[config.mk]
export PLATFORM = sky130hd
export DESIGN_NAME = mixer_frame_scheduler
export DESIGN_NICKNAME = d
export VERILOG_FILES = /design/src/rtl/dafx_pkg.sv /design/src/rtl/mixer_frame_scheduler.sv
export SDC_FILE = /design/constraint.sdc
export NUM_CORES = 1
export LEC_CHECK = 0
export BUFFER_PORTS_ARGS = -buffer_cell sky130_fd_sc_hd__buf_2
export CORE_ASPECT_RATIO = 1.1
export CORE_MARGIN = 2
export CORE_UTILIZATION = 45
export CTS_CLUSTER_DIAMETER = 80
export CTS_CLUSTER_SIZE = 14
export DETAILED_ROUTE_END_ITERATION = 10
export PLACE_DENSITY = 0.65
export SLEW_MARGIN = 20
export SYNTH_ARGS = -nofsm -noshare
export SYNTH_HDL_FRONTEND = slang
export SYNTH_SLANG_ARGS = --single-unit
[constraint.sdc]
create_clock -name clk -period 16.91 [get_ports clk]
set_clock_uncertainty 0.2 [all_clocks]
set_input_delay 0.8455 -clock clk [delete_from_list [all_inputs] [get_ports clk]]
set_output_delay 0.8455 -clock clk [all_outputs]
set_load 0.01 [all_outputs]
[src/rtl/dafx_pkg.sv]
// Shared types and helpers for the audio mixer control blocks.
package dafx_pkg;

    typedef enum logic [2:0] {
        ST_IDLE,
        ST_CH_REQ,
        ST_CH_RSP,
        ST_OUT_REQ,
        ST_OUT_RSP,
        ST_DAC_L,
        ST_DAC_R
    } mix_sched_state_t;

    localparam int SAT_W = 64;

    typedef struct packed {
        logic [SAT_W-1:0] sat_value;
        logic             clipped;
    } sat_result_t;

    // Clamp a signed value into the signed range of 'width' bits.
    function automatic sat_result_t sat_signed(input logic signed [SAT_W-1:0] value,
                                               input int                      width);
        logic signed [SAT_W-1:0] one;
        logic signed [SAT_W-1:0] max_v;
        logic signed [SAT_W-1:0] min_v;
        sat_result_t             res;
        one   = SAT_W'(1);
        max_v = (one <<< (width - 1)) - one;
        min_v = ~max_v;
        if (value > max_v) begin
            res.sat_value = max_v;
            res.clipped   = 1'b1;
        end else if (value < min_v) begin
            res.sat_value = min_v;
            res.clipped   = 1'b1;
        end else begin
            res.sat_value = value;
            res.clipped   = 1'b0;
        end
        return res;
    endfunction

endpackage

[src/rtl/mixer_frame_scheduler.sv]
// Per-frame mixer sequencer: walks every channel through one shared external
// multiplier, sums into left/right by pan, applies the master gain, saturates
// to the DAC width and streams the stereo frame.
//
// state      | meaning
// -----------+------------------------------------------------------------
// ST_IDLE    | waiting for fs_strobe; snapshot taken on the strobe
// ST_CH_REQ  | channel multiply request held until mul_req_ready
// ST_CH_RSP  | waiting for channel product; accumulate by pan
// ST_OUT_REQ | master-gain multiply request (left first, then right)
// ST_OUT_RSP | waiting for master-gain product; saturate into out_l/out_r
// ST_DAC_L   | left sample offered to the DAC
// ST_DAC_R   | right sample offered to the DAC (dac_last = 1)
module mixer_frame_scheduler
    import dafx_pkg::*;
#(
    parameter int AUDIO_WIDTH_P    = 24,
    parameter int GAIN_WIDTH_P     = 32,
    parameter int Q_BITS_P         = 16,
    parameter int NR_OF_CHANNELS_P = 3
) (
    input  logic                                     clk,
    input  logic                                     rst,
    input  logic                                     fs_strobe,
    input  logic [NR_OF_CHANNELS_P*AUDIO_WIDTH_P-1:0] channel_data,
    input  logic [NR_OF_CHANNELS_P*GAIN_WIDTH_P-1:0]  cr_channel_gain,
    input  logic [NR_OF_CHANNELS_P-1:0]               cr_channel_pan,
    input  logic [GAIN_WIDTH_P-1:0]                   cr_output_gain,
    input  logic                                     cmd_clear_status,
    output logic                                     mul_req_valid,
    input  logic                                     mul_req_ready,
    output logic [GAIN_WIDTH_P-1:0]                   mul_req_a,
    output logic [GAIN_WIDTH_P-1:0]                   mul_req_b,
    input  logic                                     mul_rsp_valid,
    input  logic [GAIN_WIDTH_P-1:0]                   mul_rsp_data,
    output logic [AUDIO_WIDTH_P-1:0]                  dac_data,
    output logic                                     dac_valid,
    input  logic                                     dac_ready,
    output logic                                     dac_last,
    output logic                                     busy,
    output logic                                     sr_out_clip,
    output logic                                     sr_frame_overrun
);
    localparam int AW    = AUDIO_WIDTH_P;
    localparam int GW    = GAIN_WIDTH_P;
    localparam int N     = NR_OF_CHANNELS_P;
    localparam int ACC_W = GW + $clog2(N) + 1;
    localparam int IDX_W = (N > 1) ? $clog2(N) : 1;

    mix_sched_state_t        state_q, state_d;
    logic [N*AW-1:0]         data_q, data_d;
    logic [N*GW-1:0]         gain_q, gain_d;
    logic [N-1:0]            pan_q, pan_d;
    logic [GW-1:0]           ogain_q, ogain_d;
    logic [IDX_W-1:0]        ch_idx_q, ch_idx_d;
    logic                    side_q, side_d;
    logic signed [ACC_W-1:0] acc_l_q, acc_l_d, acc_r_q, acc_r_d, prod_ext;
    logic [AW-1:0]           out_l_q, out_l_d, out_r_q, out_r_d;
    logic                    req_valid_q, req_valid_d;
    logic [GW-1:0]           req_a_q, req_a_d, req_b_q, req_b_d;
    logic [AW-1:0]           dac_data_q, dac_data_d;
    logic                    dac_valid_q, dac_valid_d, dac_last_q, dac_last_d;
    logic                    busy_q, busy_d;
    logic                    clip_q, clip_d, overrun_q, overrun_d;
    logic                    clip_set;
    sat_result_t             sat_acc, sat_out;

    // Next-state, datapath and registered-output computation.
    always_comb begin
        state_d     = state_q;
        data_d      = data_q;
        gain_d      = gain_q;
        pan_d       = pan_q;
        ogain_d     = ogain_q;
        ch_idx_d    = ch_idx_q;
        side_d      = side_q;
        acc_l_d     = acc_l_q;
        acc_r_d     = acc_r_q;
        out_l_d     = out_l_q;
        out_r_d     = out_r_q;
        req_a_d     = req_a_q;
        req_b_d     = req_b_q;
        dac_data_d  = dac_data_q;
        clip_set    = 1'b0;
        prod_ext    = ACC_W'($signed(mul_rsp_data));
        sat_out     = sat_signed(SAT_W'($signed(mul_rsp_data)), AW);

        case (state_q)
            ST_IDLE: begin
                if (fs_strobe) begin
                    data_d   = channel_data;
                    gain_d   = cr_channel_gain;
                    pan_d    = cr_channel_pan;
                    ogain_d  = cr_output_gain;
                    acc_l_d  = '0;
                    acc_r_d  = '0;
                    ch_idx_d = '0;
                    state_d  = ST_CH_REQ;
                end
            end
            ST_CH_REQ: begin
                if (mul_req_ready) state_d = ST_CH_RSP;
            end
            ST_CH_RSP: begin
                if (mul_rsp_valid) begin
                    if (pan_q[ch_idx_q]) acc_r_d = acc_r_q + prod_ext;
                    else                 acc_l_d = acc_l_q + prod_ext;
                    if (ch_idx_q == IDX_W'(N - 1)) begin
                        side_d  = 1'b0;
                        state_d = ST_OUT_REQ;
                    end else begin
                        ch_idx_d = ch_idx_q + IDX_W'(1);
                        state_d  = ST_CH_REQ;
                    end
                end
            end
            ST_OUT_REQ: begin
                if (mul_req_ready) state_d = ST_OUT_RSP;
            end
            ST_OUT_RSP: begin
                if (mul_rsp_valid) begin
                    clip_set = sat_out.clipped;
                    if (!side_q) begin
                        out_l_d = sat_out.sat_value[AW-1:0];
                        side_d  = 1'b1;
                        state_d = ST_OUT_REQ;
                    end else begin
                        out_r_d = sat_out.sat_value[AW-1:0];
                        state_d = ST_DAC_L;
                    end
                end
            end
            ST_DAC_L: begin
                if (dac_ready) state_d = ST_DAC_R;
            end
            ST_DAC_R: begin
                if (dac_ready) state_d = ST_IDLE;
            end
            default: state_d = ST_IDLE;
        endcase

        // Operands are loaded only on entry to a request state, so they stay
        // stable for the whole stall.
        sat_acc = sat_signed(SAT_W'(side_d ? acc_r_d : acc_l_d), GW);
        if (state_d == ST_CH_REQ && state_q != ST_CH_REQ) begin
            req_a_d = GW'($signed(data_d[ch_idx_d*AW +: AW]));
            req_b_d = gain_d[ch_idx_d*GW +: GW];
        end
        if (state_d == ST_OUT_REQ && state_q != ST_OUT_REQ) begin
            req_a_d  = sat_acc.sat_value[GW-1:0];
            req_b_d  = ogain_d;
            clip_set = clip_set | sat_acc.clipped;
        end
        if (state_d == ST_DAC_L) dac_data_d = out_l_d;
        if (state_d == ST_DAC_R) dac_data_d = out_r_d;

        req_valid_d = (state_d == ST_CH_REQ) || (state_d == ST_OUT_REQ);
        dac_valid_d = (state_d == ST_DAC_L) || (state_d == ST_DAC_R);
        dac_last_d  = (state_d == ST_DAC_R);
        busy_d      = (state_d != ST_IDLE);

        // Sticky flags: a set in the same cycle as a clear wins.
        clip_d    = clip_set ? 1'b1 : (cmd_clear_status ? 1'b0 : clip_q);
        overrun_d = (fs_strobe && state_q != ST_IDLE) ? 1'b1 :
                    (cmd_clear_status ? 1'b0 : overrun_q);
    end

    // State, snapshot, accumulator and output registers.
    always_ff @(posedge clk or posedge rst) begin
        if (rst) begin
            state_q     <= ST_IDLE;
            data_q      <= '0;
            gain_q      <= '0;
            pan_q       <= '0;
            ogain_q     <= '0;
            ch_idx_q    <= '0;
            side_q      <= 1'b0;
            acc_l_q     <= '0;
            acc_r_q     <= '0;
            out_l_q     <= '0;
            out_r_q     <= '0;
            req_valid_q <= 1'b0;
            req_a_q     <= '0;
            req_b_q     <= '0;
            dac_data_q  <= '0;
            dac_valid_q <= 1'b0;
            dac_last_q  <= 1'b0;
            busy_q      <= 1'b0;
            clip_q      <= 1'b0;
            overrun_q   <= 1'b0;
        end else begin
            state_q     <= state_d;
            data_q      <= data_d;
            gain_q      <= gain_d;
            pan_q       <= pan_d;
            ogain_q     <= ogain_d;
            ch_idx_q    <= ch_idx_d;
            side_q      <= side_d;
            acc_l_q     <= acc_l_d;
            acc_r_q     <= acc_r_d;
            out_l_q     <= out_l_d;
            out_r_q     <= out_r_d;
            req_valid_q <= req_valid_d;
            req_a_q     <= req_a_d;
            req_b_q     <= req_b_d;
            dac_data_q  <= dac_data_d;
            dac_valid_q <= dac_valid_d;
            dac_last_q  <= dac_last_d;
            busy_q      <= busy_d;
            clip_q      <= clip_d;
            overrun_q   <= overrun_d;
        end
    end

    assign mul_req_valid    = req_valid_q;
    assign mul_req_a        = req_a_q;
    assign mul_req_b        = req_b_q;
    assign dac_data         = dac_data_q;
    assign dac_valid        = dac_valid_q;
    assign dac_last         = dac_last_q;
    assign busy             = busy_q;
    assign sr_out_clip      = clip_q;
    assign sr_frame_overrun = overrun_q;

endmodule

[Word level (Yosys, flattened, before mapping)]
Index checks and enable logic that the tools add are counted.
Word-level totals
  logic and storage cells: 115
  bits in registers: 421
  input port bits: 242
Cells by class
  order comparisons: 5
  mux-type cells: 57
  bitwise operators: 1
  add/sub/neg operators: 3
  reductions and logical operators: 13
  multiply operators: 1
  equal/unequal tests: 13
  shift-type cells: 2
Operators with widths (number)
  $mux W35: 6
  $mux W24: 8
  $mux W32: 6
  $mux W96: 2
  $mux W72: 2
  $pmux W35 S2: 2
  $shiftx A96 B8 Y32: 1
  $shiftx A72 B8 Y24: 1
  $add A35 B32 Y35: 2
  $mux W33: 2
  $gt A64 B32 Y1 const B: 1
  $lt A64 B32 Y1 const B: 1
  $mux W64: 1
  $mux W25: 2
  $gt A32 B24 Y1 const B: 1
  $lt A32 B24 Y1 const B: 1
  $mux W3: 8
  $pmux W3 S7: 1
  $eq A3 B3 Y1 const B: 5
  $mux W1: 10
  $eq A3 B2 Y1 const B: 3
  $mux W2: 4
  $reduce_bool A2 Y1: 4
  $eq A3 B1 Y1 const B: 2
  other kinds (15): 19

[Logic depth before layout (Yosys ltp)]
Gate-level depths: netlist of run 1.
  word-level depth: 12
  depth in mapped cells: 14
  depth with buffers taken out: 13

[Worst setup path after synthesis of run 1]
Ideal clock, no wire load.
  kind: in2reg
  from: in mul_rsp_data[0]
  to: reg req_a_q[23], in the netlist mul_req_a[23]
  data arrival time: 3.845 ns
  buffers on the path: 1
  slack: 12.731 ns
  required time: 16.576 ns
  library setup time: 0.134 ns
  stages: 13
  cells stage by stage: ha_1 > fa_1 > a211oi_1 > o21ai_1 > o21ai_0 > a21oi_1 > o21ai_0 > o211ai_1 > or4b_2 > a31oi_4 > nand2b_1 > buf_4 > o311ai_1
Between the ends
  cells in the longest elaborated chain, start to end: 9
  elaborated cells between the ends (all ways): 14
  classes of those cells: 2 x add/sub; 2 x order compare; 10 x mux
RTL lines
  from (decl): RTL line mixer_frame_scheduler.sv:35  | input logic [GAIN_WIDTH_P-1:0] mul_rsp_data,
  $add A35 B32 Y35 *: RTL line mixer_frame_scheduler.sv:106  | if (pan_q[ch_idx_q]) acc_r_d = acc_r_q + prod_ext;
  $mux W35 *: RTL line mixer_frame_scheduler.sv:106
  $mux W35 *: RTL line mixer_frame_scheduler.sv:105  | if (mul_rsp_valid) begin
  $pmux W35 S2 *: RTL line mixer_frame_scheduler.sv:88  | case (state_q)
  net acc_r_d[32]: RTL line mixer_frame_scheduler.sv:57  | logic signed [ACC_W-1:0] acc_l_q, acc_l_d, acc_r_q, acc_r_d, prod_ext;
  $mux W64 *: RTL line mixer_frame_scheduler.sv:144  | sat_acc = sat_signed(SAT_W'(side_d ? acc_r_d : acc_l_d), GW);
  $lt A64 B32 Y1: RTL line dafx_pkg.sv:34  | end else if (value < min_v) begin
  $mux W33: RTL line dafx_pkg.sv:34
  $mux W33 *: RTL line dafx_pkg.sv:31  | if (value > max_v) begin
  $mux W32 *: RTL line mixer_frame_scheduler.sv:149  | if (state_d == ST_OUT_REQ && state_q != ST_OUT_REQ) begin
  to (signal assigned): RTL line mixer_frame_scheduler.sv:204  | req_a_q <= req_a_d;
  to (decl): RTL line mixer_frame_scheduler.sv:60  | logic [GW-1:0] req_a_q, req_a_d, req_b_q, req_b_d;
Mark *: on every way through the listed nets, which the timed path passes. The rest lies on a longest branch.
A chain may end at the register's enable or synchronous reset.

[Final worst setup path of run 1]
  from: in mul_rsp_data[0]
  to: reg req_a_q[26], in the netlist mul_req_a[26]
Same word-level chain as after synthesis.

==> results of run 1 <==
cell families after synthesis:
kind of cell	share of synthesized area (%)
buffers and inverters	3.58
XOR/XNOR	2.17
multiplexers	3.17
AND/OR/NAND/NOR	21.5
flip-flops	47.4
AO/OA/AOI/OAI	18.1
adder cells (fa/ha/maj)	4.12
per-layer routing:
layer / up-vias / part of all wire (%) / global-route usage [%]
li1: 9346 / - / -
met1: 9639 / 43 / 38.6
met2: 658 / 48 / 47.1
met3: 129 / 5.9 / 4.47
met4: 6 / 2.9 / 8.86
met5: - / 0.056 / 0
power by group through the flow:
stage | clock [mW] | sequential (mW) | combinational [mW]
after floorplan | 0 | 1.64 | 1.63
after global placement | 0 | 1.63 | 2.35
after detailed placement | 0 | 1.64 | 2.40
after CTS | 0.825 | 1.63 | 2.41
after global routing | 0.863 | 1.67 | 2.68
final | 0.809 | 1.63 | 2.41
critical path: stages:
cell and delay, ns:
buf_2 0.13, ha_1 0.24, fa_1 0.44, a211oi_1 0.36
o21ai_1 0.20, o21ai_0 0.56, a21oi_1 0.22, o21ai_0 0.20
o211ai_1 0.15, or4b_2 0.72, a31oi_4 0.70, nand2b_1 0.36
o311ai_1 0.17
registers in the layout, summed over array words and instances (netlist names):
name / count
dac_last: 1
ch_idx_q: 2
dac_valid: 1
mul_req_a: 32
pan_q: 3
ogain_q: 32
mul_req_b: 32
acc_l_q: 35
mul_req_valid: 1
sr_out_clip: 1
data_q: 72
acc_r_q: 35
out_l_q: 24
side_q: 1
state_q: 3
busy: 1
out_r_q: 24
gain_q: 96
dac_data: 24
sr_frame_overrun: 1
cells in the mapped netlist (all sizes together) (4+ instances only):
master	n	share of area, %
a2111oi	6	0.26
a211o	4	0.16
a211oi	7	0.24
a21o	19	0.64
a21oi	123	2.8
a221o	29	1.3
a221oi	49	1.9
a22o	43	1.7
a31oi	14	0.46
a32oi	5	0.20
and2	9	0.25
and3	4	0.11
and4	4	0.16
buf	39	0.84
clkbuf	134	2.3
dfrtp	421	47
ha	70	3.9
inv	27	0.46
mux2	27	1.4
mux2i	40	1.8
nand2	851	14
nand2b	19	0.54
nand3	62	1.4
nand3b	4	0.14
nand4	40	1.2
nor2	61	1.0
nor2b	30	0.84
nor3	7	0.16
nor3b	4	0.14
nor4	6	0.17
o211ai	34	1.1
o21a	9	0.30
o21ai	224	5.0
o21bai	6	0.20
o221ai	7	0.28
o311ai	4	0.16
o31ai	5	0.17
or2	12	0.34
or3	7	0.20
xnor2	31	1.2
xor2	24	0.95
how the worst min path moves through the flow:
stage,from,to,slack [ns],depth (start not counted)
global placement,data_q[44],data_q[44],0.25,2
detailed placement,data_q[29],data_q[29],0.25,2
floorplan,data_q[24],data_q[24],0.24,2
CTS,rst,data_q[52],0.24,2
finish,rst,data_q[3],0.20,2
global route,rst,data_q[3],0.25,2
final cells by class:
type                    instances  area (um2)  share of cell area, %
diodes                          5        12.5                 0.0493
clock buffers                  40         968                   3.82
clock inverters                 8        78.8                  0.311
inverters                      28         113                  0.444
multi-input cells            1938       11000                   43.3
flip-flops and latches        421       10500                   41.5
well taps                     652         816                   3.22
repair buffers                359        1870                   7.37
metrics by stage:
stage               total power, mW  instance area [um2]  cells
floorplan                      3.27                22200   2560
CTS                            4.86                25400   3446
finish                         4.85                25400   3451
global route                   5.22                25400   3451
global placement               3.98                24300   3398
detailed placement             4.04                24300   3398
==> results.py, run 1 <==
metrics = {
    "outcome": {
        "status": "complete, no violations",
    },
    "worst_setup_path": {
        "worstRegToRegCells": 12,
        "reg2reg_from": "acc_r_q[0]",
        "start_kind": "primary input",
        "critPathKind": "in -> reg",
        "cp_data_arrival_time_ns": 5.29,
        "crit_end": "mul_req_a[26]",
        "r2r_slack_ns": 11.83,
        "startpoint": "mul_rsp_data[0]",
        "r2r-end": "mul_req_a[26]",
        "endpoint_kind": "register",
        "cp_max_fo": 24,
        "crit_required_ns": 17.11,
    },
    "timing": {
        "finalCriticalPeriod_ns": 5.09,
        "hold_slack_ns": 0.199,
        "setup_viol": 0,
        "setup_tns_ns": 0,
        "fin_ws_ns": 11.82,
        "fin_crit_sh_pct": 30.1,
        "drv_slew": 0,
        "hold_viol": 0,
        "rsz0062_at_grt": "no",
        "tightest_slew_ns": 1.06,
        "fmax_ghz": 0.197,
        "relSlewSlack_pct": 27.7,
    },
    "global_route": {
        "grt_overflow": 0,
        "first_global_vias": 19500,
        "grt_util_all_layers_pct": 28.5,
        "grt_pass1_wl_mm": 114,
        "grt_antenna_before_repair": 8,
        "grt_max_degree": 175,
    },
    "detailed_routing": {
        "antenna_left": 0,
        "dr_total_vias": 19800,
        "wire_per_inst_um": 21.4,
        "viasPerCell": 5.73,
        "drt_wl_total_mm": 73.7,
        "first_pass_iters": 6,
        "drc": 0,
        "drt-initial-drc-count": 1676,
    },
    "pwr": {
        "intPower_mw": 2.70,
        "p_sw_mw": 2.14,
        "pwr-share-seq_pct": 33.6,
        "p_sw_share_pct": 44.2,
        "ir_drop_v": 0.000102,
        "powerDensity_nw_per_um2": 191,
        "combPwrFrac_pct": 49.8,
        "power.leakage_nw": 12.5,
        "clkPwrFrac_pct": 16.7,
    },
    "cts": {
        "cts_buffer_depth": 3,
        "cts_tree": "yes",
        "ctsHoldBuffers": 0,
        "clk_latency_ns": 0.57,
        "cts_resized": 0,
        "clkTransAtPathRegs_ns": 0.06,
        "cts_setup_buffers": 0,
        "cts_htree_levels": 2,
        "cts-root-buf": "clkbuf_16",
        "clock_sinks": 421,
        "cts_buffers": 38,
    },
    "min_path": {
        "hp-class": "in -> async",
    },
    "floorplanning": {
        "dieWidth_um": 216,
        "start_util_pct": 45.5,
        "rows": 85,
        "die_area_um2": 51200,
        "num_io_pins": 336,
        "die_h_um": 237,
        "core-area_um2": 48800,
    },
    "placed_design": {
        "numPortBuffers": 335,
        "dpl.hpwl_mm": 52.8,
        "place_ws_ns": 11.33,
        "place.gp.congestion": 0.969,
    },
    "layout": {
        "area_growth_pct": 14.2,
        "final_cell_mix": "851 x nand2_1, 421 x dfrtp_1, 335 x buf_2",
        "final_common_cell": "nand2_1",
        "post-route-util_pct": 52.0,
        "drive_gt1_share_pct": 16.9,
        "finalNetCount": 3100,
        "fillers": 4655,
    },
    "flow_run": {
        "maxCapViolCount": 0,
    },
    "synthesis": {
        "synth_edf_count": 0,
        "syn_nets": 2874,
        "syn_area_per_cell_um2": 8.68,
        "synthCells": 2560,
        "ys_warn_count": 0,
        "synth_area_um2": 22200,
        "ys.flop_type": "dfrtp_1",
        "synth_cell_types": 75,
        "ys_seq_elements": 421,
        "async_flop_share_pct": 100,
        "yosysSeqAreaShare_pct": 47.4,
    },
}
Note: power is estimated with default switching activity, not from simulation.
==> inputs of run 2 (changes only) <==
- clock period: 16.91 -> 5.24 ns (I/O delays scaled with it)
==> results.py, run 2 (same netlist as run 1, synthesis figures left out) <==
metrics = {
    "outcome": {
        "status": "complete, no violations",
    },
    "layout": {
        "final_cell_mix": "851 x nand2_1, 421 x dfrtp_1, 335 x buf_2",
        "drive_gt1_share_pct": 15.8,
        "area_growth_pct": 24.7,
        "finalNetCount": 3325,
        "regMostFlops": "gain_q",
        "largest_register_ffs": 96,
        "final_area_um2": 27700,
        "final_common_cell": "nand2_1",
        "top_regs": "gain_q x96, data_q x72",
        "fillers": 4237,
    },
    "timing": {
        "setup_viol": 0,
        "setup_tns_ns": 0,
        "tightest_slew_ns": 1.06,
        "drv_slew": 0,
        "fin_ws_ns": 0.462,
        "hold_slack_ns": 0.0291,
        "fmax_ghz": 0.209,
        "rsz0062_at_grt": "no",
        "relSlewSlack_pct": 29.1,
        "fin_crit_sh_pct": 91.2,
        "hold_viol": 0,
        "finalCriticalPeriod_ns": 4.78,
    },
    "cts": {
        "cts-root-buf": "clkbuf_16",
        "clkTransAtPathRegs_ns": 0.07,
        "cts_resized": 0,
        "cts_htree_levels": 2,
        "clock_sinks": 421,
        "cts_buffers": 37,
        "cts_tree": "yes",
        "clk_latency_ns": 0.56,
        "cts_buffer_depth": 3,
    },
    "flow_run": {
        "maxCapViolCount": 0,
    },
    "worst_setup_path": {
        "max_stage_delay_ns": 0.77,
        "crit_chain": "dlygate4sd3_1, buf_2, ha_1, fa_1, a211oi_1, o21ai_1, o21ai_0, a21oi_1, o21ai_0, o211ai_1, or4b_2, a31oi_4, nand2b_1, o311ai_1",
        "crit_required_ns": 5.44,
        "path_buf_inv": 2,
        "endpoint_kind": "register",
        "critPathKind": "in -> reg",
        "cp_max_fo": 8,
        "slowest_stage": "o21ai_0",
        "cp_top_family": "compound AO/OA/AOI/OAI gates",
        "reg2reg_from": "acc_r_q[0]",
        "r2r_slack_ns": 0.49,
        "cp_num_cells": 14,
        "r2r-end": "mul_req_a[23]",
        "cp_data_arrival_time_ns": 4.98,
        "worstRegToRegCells": 12,
        "crit_top_cell": "o21ai_0",
        "start_kind": "primary input",
        "startpoint": "mul_rsp_data[0]",
        "crit_end": "mul_req_a[23]",
    },
    "detailed_routing": {
        "drt-initial-drc-count": 2049,
        "wire_per_inst_um": 21.5,
        "antenna_left": 0,
        "viasPerCell": 5.74,
        "drt_wl_total_mm": 78.9,
        "dr_total_vias": 21100,
        "drc": 0,
        "first_pass_iters": 6,
    },
    "global_route": {
        "grt_util_all_layers_pct": 30.4,
        "grt_overflow": 0,
        "first_global_vias": 20900,
        "grt_pass1_wl_mm": 122,
        "grt_antenna_before_repair": 7,
        "grt_max_degree": 141,
    },
    "pwr": {
        "ir_drop_v": 0.000375,
        "power.leakage_nw": 13.5,
        "powerDensity_nw_per_um2": 578,
    },
    "placed_design": {
        "dpl.hpwl_mm": 53.6,
        "place_ws_ns": 0.718,
        "place.gp.congestion": 0.974,
        "placed_area_um2": 24400,
        "numPortBuffers": 335,
    },
    "floorplanning": {
        "num_io_pins": 336,
        "start_util_pct": 45.5,
        "core-area_um2": 48800,
        "rows": 85,
        "dieWidth_um": 216,
        "die_area_um2": 51200,
        "die_h_um": 237,
    },
    "min_path": {
        "hp-class": "in -> reg",
        "hold_depth": 3,
    },
}
[run 2: cell count changes in the layout (fill, tap and decap cells not counted), moves of 2 or more]
cell           change
inv_6              -2
inv_8              -3
bufinv_16          +3
clkinvlp_4         +2
buf_4              +5
dlygate4sd3_1    +217
buf_12             +4
[run 2: stage by stage]
| step | util (%) | total power, mW | std cells |
|---|---|---|---|
| 2_1_floorplan | - | 10.6 | 2560 |
| 3_3_place_gp | 50.0 | 12.9 | 3406 |
| 3_5_place_dp | 50.0 | 13.1 | 3406 |
| 4_1_cts | 56.7 | 16.0 | 3669 |
| 5_1_grt | 56.7 | 17.2 | 3674 |
| 6_report | 56.7 | 16.0 | 3674 |
[run 2: report_power, final]
group	switching [mW]	internal (mW)
clock network	1.24	1.48
logic	5.13	2.88
registers	0.630	4.65
total	7.01	9.01
[run 2: final cells by class]
class                      instances  area [um2]  share of cell area (%)
antenna                            4        10.0                  0.0361
clock buffer                      39         976                    3.52
clock inverter                     7         120                   0.434
inverter                          28         109                   0.393
multi-input combinational       1938       11000                    39.6
sequential                       421       10500                    38.0
tap                              652         816                    2.95
timing repair buffer             585        4160                    15.0
[run 2: routing by layer]
metal | wire [um] | vias up | GRT usage (%)
li1 | - | 9774 | -
met1 | 33400 | 10300 | 41.1
met2 | 37100 | 836 | 49.2
met3 | 5090 | 182 | 4.77
met4 | 3230 | 4 | 11.8
met5 | 27 | - | 0
[run 2: repair_timing]
item	4_1_cts	5_1_grt
hold buffers	217	0
setup buffers	0	0
endpoints found under the hold margin	294	0
[run 2: worst min-delay path, cell delays in order]
cell and delay (ns):
buf_2 0.18, a21oi_1 0.12, o21ai_0 0.19
[run 2: worst min path at each step]
| stage | endpoint | slack, ns | start |
|---|---|---|---|
| 2_1_floorplan | pan_q[0] | 0.17 | cr_channel_pan[0] |
| 3_3_place_gp | data_q[45] | 0.25 | data_q[45] |
| 3_5_place_dp | data_q[37] | 0.26 | data_q[37] |
| 4_1_cts | out_l_q[1] | 0.002 | mul_rsp_data[1] |
| 5_1_grt | data_q[3] | 0.04 | rst |
| 6_report | out_l_q[1] | 0.03 | mul_rsp_data[1] |
